[src/rtl/lsu_pkg.sv]
// Shared definitions for the load/store unit: access size encodings, FSM states
// and the alignment rule used to reject accesses before they reach the bus.
package lsu_pkg;

  localparam logic [1:0] LsuSizeB = 2'd0;
  localparam logic [1:0] LsuSizeH = 2'd1;
  localparam logic [1:0] LsuSizeW = 2'd2;

  typedef enum logic [1:0] {
    StIdle = 2'd0,
    StReq  = 2'd1,
    StWait = 2'd2,
    StDone = 2'd3
  } lsu_state_e;

  // Size 3 is not a legal encoding and is reported the same way as a misalignment.
  function automatic logic is_misaligned(input logic [1:0] size, input logic [1:0] addr_lo);
    logic mis;
    case (size)
      LsuSizeB: mis = 1'b0;
      LsuSizeH: mis = addr_lo[0];
      LsuSizeW: mis = |addr_lo;
      default:  mis = 1'b1;
    endcase
    return mis;
  endfunction

endpackage

[src/rtl/lsu_align.sv]
// Byte-lane steering for the LSU: store strobes and lane-replicated store data,
// plus load-data extraction with sign or zero extension.
module lsu_align
  import lsu_pkg::*;
(
  input  logic [1:0]  size_i,
  input  logic        uns_i,
  input  logic [1:0]  addr_lo_i,
  input  logic [31:0] wdata_i,
  input  logic [31:0] rdata_i,
  output logic [3:0]  wstrb_o,
  output logic [31:0] wdata_o,
  output logic [31:0] load_o
);

  logic [7:0]  byte_sel;
  logic [15:0] half_sel;

  assign byte_sel = rdata_i[{addr_lo_i, 3'b000} +: 8];
  assign half_sel = addr_lo_i[1] ? rdata_i[31:16] : rdata_i[15:0];

  always_comb begin
    wstrb_o = 4'b0000;
    wdata_o = '0;
    load_o  = '0;
    case (size_i)
      LsuSizeB: begin
        wstrb_o = 4'b0001 << addr_lo_i;
        wdata_o = {4{wdata_i[7:0]}};
        load_o  = {{24{~uns_i & byte_sel[7]}}, byte_sel};
      end
      LsuSizeH: begin
        wstrb_o = 4'b0011 << addr_lo_i;
        wdata_o = {2{wdata_i[15:0]}};
        load_o  = {{16{~uns_i & half_sel[15]}}, half_sel};
      end
      LsuSizeW: begin
        wstrb_o = 4'b1111;
        wdata_o = wdata_i;
        load_o  = rdata_i;
      end
      default: ;
    endcase
  end

endmodule

[src/rtl/lsu.sv]
// Load/store unit: captures one EXU memory operation, runs a single data-bus
// transaction with a response timeout and returns a one-cycle completion pulse.
module lsu
  import lsu_pkg::*;
#(
  parameter int unsigned TIMEOUT_CYCLES = 255
) (
  input  logic        clock,
  input  logic        reset,
  input  logic        req_valid,
  input  logic        req_store,
  input  logic [1:0]  req_size,
  input  logic        req_unsigned,
  input  logic [31:0] req_addr,
  input  logic [31:0] req_wdata,
  output logic        resp_valid,
  output logic [31:0] resp_rdata,
  output logic        resp_err,
  output logic        mem_req_valid,
  input  logic        mem_req_ready,
  output logic        mem_req_wen,
  output logic [31:0] mem_req_addr,
  output logic [31:0] mem_req_wdata,
  output logic [3:0]  mem_req_wstrb,
  input  logic        mem_resp_valid,
  input  logic [31:0] mem_resp_rdata
);

  localparam logic [7:0] TimeoutCnt = 8'(TIMEOUT_CYCLES);

  lsu_state_e  state_q, state_d;
  logic        store_q, store_d;
  logic [1:0]  size_q, size_d;
  logic        uns_q, uns_d;
  logic [31:0] addr_q, addr_d;
  logic [31:0] wdata_q, wdata_d;
  logic [7:0]  cnt_q, cnt_d;
  logic [31:0] rdata_q, rdata_d;
  logic        err_q, err_d;

  logic [3:0]  align_wstrb;
  logic [31:0] align_wdata;
  logic [31:0] align_load;
  logic        req_active;

  lsu_align u_align (
    .size_i    (size_q),
    .uns_i     (uns_q),
    .addr_lo_i (addr_q[1:0]),
    .wdata_i   (wdata_q),
    .rdata_i   (mem_resp_rdata),
    .wstrb_o   (align_wstrb),
    .wdata_o   (align_wdata),
    .load_o    (align_load)
  );

  always_comb begin
    state_d = state_q;
    store_d = store_q;
    size_d  = size_q;
    uns_d   = uns_q;
    addr_d  = addr_q;
    wdata_d = wdata_q;
    cnt_d   = cnt_q;
    rdata_d = rdata_q;
    err_d   = err_q;
    case (state_q)
      StIdle: begin
        if (req_valid) begin
          store_d = req_store;
          size_d  = req_size;
          uns_d   = req_unsigned;
          addr_d  = req_addr;
          wdata_d = req_wdata;
          rdata_d = '0;
          err_d   = is_misaligned(req_size, req_addr[1:0]);
          state_d = err_d ? StDone : StReq;
        end
      end
      StReq: begin
        if (mem_req_ready) begin
          cnt_d   = '0;
          state_d = StWait;
        end
      end
      StWait: begin
        if (mem_resp_valid) begin
          rdata_d = store_q ? '0 : align_load;
          err_d   = 1'b0;
          state_d = StDone;
        end else if (cnt_q == TimeoutCnt) begin
          // WAIT has lasted TIMEOUT_CYCLES+1 cycles with no response.
          rdata_d = '0;
          err_d   = 1'b1;
          state_d = StDone;
        end else begin
          cnt_d = cnt_q + 8'd1;
        end
      end
      StDone: state_d = StIdle;
      default: state_d = StIdle;
    endcase
  end

  always_ff @(posedge clock or posedge reset) begin
    if (reset) begin
      state_q <= StIdle;
      store_q <= 1'b0;
      size_q  <= '0;
      uns_q   <= 1'b0;
      addr_q  <= '0;
      wdata_q <= '0;
      cnt_q   <= '0;
      rdata_q <= '0;
      err_q   <= 1'b0;
    end else begin
      state_q <= state_d;
      store_q <= store_d;
      size_q  <= size_d;
      uns_q   <= uns_d;
      addr_q  <= addr_d;
      wdata_q <= wdata_d;
      cnt_q   <= cnt_d;
      rdata_q <= rdata_d;
      err_q   <= err_d;
    end
  end

  // Bus fields are decoded from state and capture registers only, so they stay
  // stable for the whole REQ phase and read as zero elsewhere.
  assign req_active    = (state_q == StReq);
  assign mem_req_valid = req_active;
  assign mem_req_wen   = req_active & store_q;
  assign mem_req_addr  = req_active ? {addr_q[31:2], 2'b00} : '0;
  assign mem_req_wdata = (req_active & store_q) ? align_wdata : '0;
  assign mem_req_wstrb = (req_active & store_q) ? align_wstrb : 4'b0000;

  assign resp_valid = (state_q == StDone);
  assign resp_rdata = rdata_q;
  assign resp_err   = err_q;

endmodule

[config.mk]
export PLATFORM = sky130hd
export DESIGN_NAME = lsu
export DESIGN_NICKNAME = d
export VERILOG_FILES = /design/src/rtl/lsu_pkg.sv /design/src/rtl/lsu_align.sv /design/src/rtl/lsu.sv
export SDC_FILE = /design/constraint.sdc
export NUM_CORES = 1
export LEC_CHECK = 0
export CELL_PAD_IN_SITES_DETAIL_PLACEMENT = 1
export CELL_PAD_IN_SITES_GLOBAL_PLACEMENT = 1
export CORE_MARGIN = 2
export CORE_UTILIZATION = 25
export CTS_BUF_LIST = sky130_fd_sc_hd__clkbuf_8 sky130_fd_sc_hd__clkbuf_16
export DETAILED_ROUTE_END_ITERATION = 10
export GPL_TIMING_DRIVEN = 0
export PLACE_DENSITY = 0.65
export SETUP_SLACK_MARGIN = 0.02
export SYNTH_ARGS = -nofsm -noshare
export SYNTH_HDL_FRONTEND = slang
export SYNTH_SLANG_ARGS = --single-unit
[constraint.sdc]
create_clock -name clock -period 3.82 [get_ports clock]
set_input_delay 1.146 -clock clock [delete_from_list [all_inputs] [get_ports clock]]
set_output_delay 1.146 -clock clock [all_outputs]
set_load 0.05 [all_outputs]
## Word level (Yosys, flattened, before mapping)

Index checks and enable logic that the tools add are counted.

- $add $sub $neg: 1
- Equality and inequality tests: 13
- Shift-type cells: 3
- Muxes and demuxes: 29
- Bitwise gates (word level): 4
- Reductions and logical operators: 10

Operator list:

| operator | count |
|---|---|
| 32-bit 2-to-1 mux | 6 |
| 32-bit case mux with 3 select lines | 2 |
| 32-bit case mux with 2 select lines | 1 |
| 32-bit by 6-bit variable part select with 8-bit output | 1 |
| 8-bit 2-to-1 mux | 3 |
| 16-bit 2-to-1 mux | 1 |
| 8-bit case mux with 2 select lines | 1 |
| 4-bit case mux with 3 select lines | 1 |
| 2-bit 2-to-1 mux | 5 |
| 8-bit by 1-bit adder with 8-bit output, second input constant | 1 |
| 2-bit == test, second input constant | 4 |
| 8-bit == test, second input constant | 1 |
| 2-bit inequality test, second input constant | 4 |
| 2-bit case mux with 4 select lines | 1 |
| 2-bit by 1-bit == test with 1-bit output, second input constant | 3 |
| 2-bit logical NOT | 3 |
| 3-bit AND reduction | 2 |
| 1-bit 2-to-1 mux | 5 |
| 4-bit 2-to-1 mux | 1 |
| 4-bit AND reduction | 1 |
| 2-bit nonzero test | 2 |
| 1-bit by 2-bit left shift with 4-bit output, first input constant | 1 |
| 2-bit by 2-bit left shift with 4-bit output, first input constant | 1 |
| 1-bit AND | 3 |
| other kinds (6) | 6 |

- Register bits after elaboration: 111
- Bits of input ports: 105
- Word-level logic and storage cells: 69

## Longest topological paths before layout

Gate-level depths: netlist (run 1).

- Depth after elaboration: 7
- Gate-level depth with buffers: 8

## Cells and area by module

Synthesis (run 1) repeated with hierarchy kept, for this count alone.

- Cell total of the unflattened synthesis: 648
- Area total of the unflattened synthesis: 6672.6 µm²

By module, submodules not included:

| module | instances | cells each | area each (µm²) |
|---|---|---|---|
| lsu | 1 | 441 | 5195.0 |
| lsu_align | 1 | 207 | 1477.7 |

## Worst setup path after synthesis (run 1)

Ideal clock, no wire load.

- Path kind: reg-to-output
- Start point: register state_q[1]
- End point: output mem_req_wdata[13]
- Arrival time: 2236 ps
- Required time: 2674 ps
- Path slack: 438 ps
- Cell stages (with the launch flop): 6
- Buffers on the path: 1
- Cell sequence: dfrtp_1 inv_1 ha_1 nand2_1 clkbuf_1 nor2_1

- Word-level cells in the longest chain between the ends: 3

RTL lines:

| item | line | source |
|---|---|---|
| from (decl) | lsu.sv:31 | `lsu_state_e state_q, state_d;` |
| from (signal assigned) | lsu.sv:107 | `state_q <= StIdle;` |
| from (signal assigned) | lsu.sv:117 | `state_q <= state_d;` |
| 2-bit by 1-bit == test with 1-bit output | lsu.sv:131 | `assign req_active = (state_q == StReq);` |
| net mem_req_valid | lsu.sv:19 | `output logic mem_req_valid,` |
| 1-bit AND | lsu.sv:135 | `assign mem_req_wdata = (req_active & store_q) ? align_wdata : '0;` |
| 32-bit 2-to-1 mux | lsu.sv:135 |  |
| to (decl) | lsu.sv:23 | `output logic [31:0] mem_req_wdata,` |

The timed path passes the listed nets, and every way through them passes these cells.

## Final worst setup path (run 1)

- Start point: register state_q[1]
- End point: output mem_req_addr[13]

- Word-level cells in the longest chain between the ends: 2

RTL lines:

| item | line | source |
|---|---|---|
| 2-bit by 1-bit == test with 1-bit output | lsu.sv:131 |  |
| 32-bit 2-to-1 mux | lsu.sv:134 | `assign mem_req_addr = req_active ? {addr_q[31:2], 2'b00} : '0;` |
| to (decl) | lsu.sv:22 | `output logic [31:0] mem_req_addr,` |

No other way between the ends.

==> impl_metrics.env, run 1 <==
export IMPL_dp_cells=1016
export IMPL_synth_top_area_frac=0.478
export IMPL_rrSetupSlack_ns=1.39
export IMPL_ys_seq_elements=111
export IMPL_drtAntennaViolNets=0
export IMPL_met2_usage=0.301
export IMPL_leakagePower_nw=3.98
export IMPL_cpPeakStageDelay_ns=0.80
export IMPL_finalPower_w=0.00762
export IMPL_synth_distinct_cells=56
export IMPL_fill_cells=2501
export IMPL_critPathMaxFanout=10
export IMPL_overflow=0
export IMPL_die_y_um=156
export IMPL_placed_area_um2=8290
export IMPL_hold_viol_final=0
export IMPL_utilization=0.379
export IMPL_relSlewSlack=0.337
export IMPL_final_area_um2=8600
export IMPL_portBuffers=206
export IMPL_post_cts_buffers=0
export IMPL_vias=5098
export IMPL_grt_setup_unrepaired="yes"
export IMPL_yosysMostFrequentCell="dfrtp_1"
export IMPL_drive_above_1_share=0.206
export IMPL_power_density_nw_per_um2=886
export IMPL_r2r_cells=8
export IMPL_crit_type="flip-flop to primary output"
export IMPL_fin_cells=1032
export IMPL_grt_max_degree=39
export IMPL_clock_fmax_mhz=271
export IMPL_postSynthCellCount=521
export IMPL_start_kind="flip-flop"
export IMPL_met3_usage=0.0601
export IMPL_cts_made_buffers=9
export IMPL_ys_async_sr_fraction=1.00
export IMPL_status="finished, final reports clean"
export IMPL_synthesis_area_um2=5810
export IMPL_drv_cap=0
export IMPL_clock_sinks=111
export IMPL_ios=209
export IMPL_ys_flop_type="dfrtp_1"
export IMPL_die_area_um2=24500
export IMPL_syn_area_per_cell_um2=11.1
export IMPL_initial_core_util=0.256
export IMPL_clkLatencyLatePin_ns=0.37
export IMPL_coreArea_um2=22700
export IMPL_seq_area_frac_synth=0.478
export IMPL_worst_pin_slew_ns=0.986
export IMPL_wl_per_cell_um=20.2
export IMPL_grt_first_pass_wirelength_um=33000
export IMPL_rows=55
export IMPL_htree_num_levels=3
export IMPL_gr_usage_met1=0.207
export IMPL_irDropWorstVdd_v=0.000391
export IMPL_whs_path_depth=1
export IMPL_min_to="resp_rdata[15]"
export IMPL_min_path_type="flip-flop to flip-flop"
export IMPL_dpl_hpwl_um=15900
export IMPL_pre_cts_ws_ns=-0.300
export IMPL_path_clk_slew_ns=0.08
export IMPL_synth_edf_count=0
export IMPL_vias_per_cell=4.94
export IMPL_crit_path_top_delay_cell="clkdlybuf4s50_1"
export IMPL_drt_iter0_drc=180
export IMPL_clock_skew_ns=0.0139
export IMPL_grt_pass1_vias=5821
export IMPL_nNetsFinal=853
export IMPL_drc=0
export IMPL_synthToLayoutAreaGrowth_pct=48.0
export IMPL_post_route_min_period_ns=3.69
export IMPL_dr_pass1_iters=4
export IMPL_finalSetupViolCount=0
export IMPL_worst_slack_ns=0.129
export IMPL_crit_path_cell_trace="inv_1 > ha_2 > clkbuf_1 > and2_1 > clkdlybuf4s50_1"
export IMPL_routed_wl_um=20800
export IMPL_r2r_end="resp_rdata[23]"
export IMPL_ctsRootBufferMaster="clkbuf_16"
export IMPL_fin_crit_sh=0.966
export IMPL_top_usage_layer="met2"
export IMPL_slew_viol_final=0
export IMPL_r2r_start="state_q[0]"
export IMPL_die_x_um=156
export IMPL_synthTopCellsByArea="dfrtp_1 (48%), mux2_2 (13%), and2_1 (4.7%)"
export IMPL_ys_top_cells_by_count="dfrtp_1 (111), mux2_2 (68), and2_1 (44)"
export IMPL_gr_usage_all_layers=0.174
export IMPL_synth_area_leader_cell="dfrtp_1"
export IMPL_num_antenna_cells=0
export IMPL_crit_arrival_ns=2.55
export IMPL_synth_yosys_warnings=0
export IMPL_cts_tree="done"
export IMPL_place_gp_congestion=0.787
export IMPL_worstHoldStart="resp_rdata[15]"
export IMPL_cts_buffer_depth=2
export IMPL_ctsHoldBuffers=0
export IMPL_required_ns=2.67
export IMPL_cp_end_kind="primary output"
export IMPL_antenna_found_initial=2
-- layout make-up --
class                   count  area, µm²  area share
clock inverters             7       66.3     0.00771
flip-flops and latches    111       2780       0.323
clock buffers               9        225      0.0262
well taps                 285        357      0.0415
inverters                  11       45.0     0.00524
plain buffers              40        200      0.0233
repair buffers            209       2120       0.246
multi-input cells         360       2810       0.327
-- power by group --
part	total [W]	switching, W	internal (W)
clock network	0.000960	0.000501	0.000459
registers	0.00206	0.000353	0.00171
logic	0.00460	0.00284	0.00175
-- worst max-delay path: cells and delay by family, from the launching register on --
family / cells / cell delay, ns
adders and majority gates: 1 / 0.33
buffers and inverters: 3 / 1.26
DFF: 1 / 0.41
and+or+nand+nor: 1 / 0.18
-- flip-flops by register name, summed over array words and instances, names as in the netlist --
register    flops
addr_q         32
resp_rdata     32
wdata_q        32
cnt_q           8
size_q          2
state_q         2
resp_err        1
store_q         1
uns_q           1
-- through the flow --
stage / hold slack [ns] / setup TNS, ns
finish: 0.502 / 0
global route: 0.522 / -0.0301
detailed placement: 0.485 / -3.20
floorplan: 0.471 / 0
CTS: 0.503 / 0
global placement: 0.480 / -2.37
-- worst max path at each step --
stage,from,to,slack [ns],cells after the start
final,state_q[1],mem_req_addr[13],0.13,5
after global routing,state_q[1],mem_req_addr[8],-0.009,5
after CTS,size_q[0],mem_req_wdata[13],0.02,7
after detailed placement,state_q[1],mem_req_wstrb[0],-0.30,7
after global placement,state_q[1],mem_req_wdata[7],-0.25,7
after floorplan,state_q[1],mem_req_wdata[13],0.44,5
-- cells in the final DEF (no fill, tap or decap), types with 3 or more instances in the layout --
cell | synthesis | layout
clkdlybuf4s50_1 | 0 | 145
dfrtp_1 | 111 | 111
mux2_2 | 68 | 68
and2_1 | 44 | 44
nor2_1 | 37 | 36
a21oi_1 | 32 | 32
nand2_1 | 30 | 29
a221o_1 | 24 | 24
dlymetal6s2s_1 | 0 | 22
clkbuf_2 | 0 | 17
a2bb2oi_1 | 16 | 16
clkdlybuf4s15_2 | 0 | 14
o21ai_0 | 13 | 13
dlygate4sd2_1 | 0 | 13
clkbuf_1 | 18 | 12
buf_2 | 10 | 11
nor2b_1 | 11 | 11
mux2i_1 | 11 | 11
inv_1 | 10 | 9
clkbuf_16 | 0 | 9
a32o_1 | 8 | 8
buf_4 | 6 | 6
mux4_2 | 6 | 6
buf_1 | 5 | 5
ha_1 | 6 | 5
nand3_1 | 4 | 4
nand2b_1 | 4 | 4
o21a_1 | 4 | 4
o211ai_1 | 3 | 3
or4_1 | 3 | 3
buf_12 | 0 | 3
-- kinds of logic (layout without fill, tap and decap cells) --
| logic type | Yosys count | after routing | share of synthesized area |
|---|---|---|---|
| and+or+nand+nor | 148 | 148 | 0.136 |
| AOI/OAI and AO/OA | 117 | 117 | 0.154 |
| DFF | 111 | 111 | 0.478 |
| muxes | 86 | 86 | 0.176 |
| buffers and inverters | 51 | 276 | 0.0403 |
| adders and majority gates | 6 | 6 | 0.0129 |
| other | 1 | 2 | 0.000646 |
| xor gates and xnor gates | 1 | 1 | 0.00151 |
-- metal layers --
metal / vias to the layer above / part of all wire
met5: - / 0.00058
met4: 2 / 0.0081
met3: 17 / 0.084
met2: 172 / 0.50
met1: 2581 / 0.41
li1: 2326 / -
-- timing repair --
| action | in CTS | in global routing |
|---|---|---|
| gates resized for setup | 78 | 46 |
| endpoints found under the setup margin | 67 | 58 |
| pin swaps | 0 | 0 |
Power figures use the tool's default switching activity.
==> run 2, diff against run 1 <==
- CAP_MARGIN: not set -> 10
==> results of run 2 <==
The final DEF is identical to that of run 1; final timing and power are the same.
==> run 3, diff against run 2 <==
- HOLD_SLACK_MARGIN: not set -> 0.08
==> results of run 3 <==
The final DEF is identical to that of run 1; final timing and power are the same.
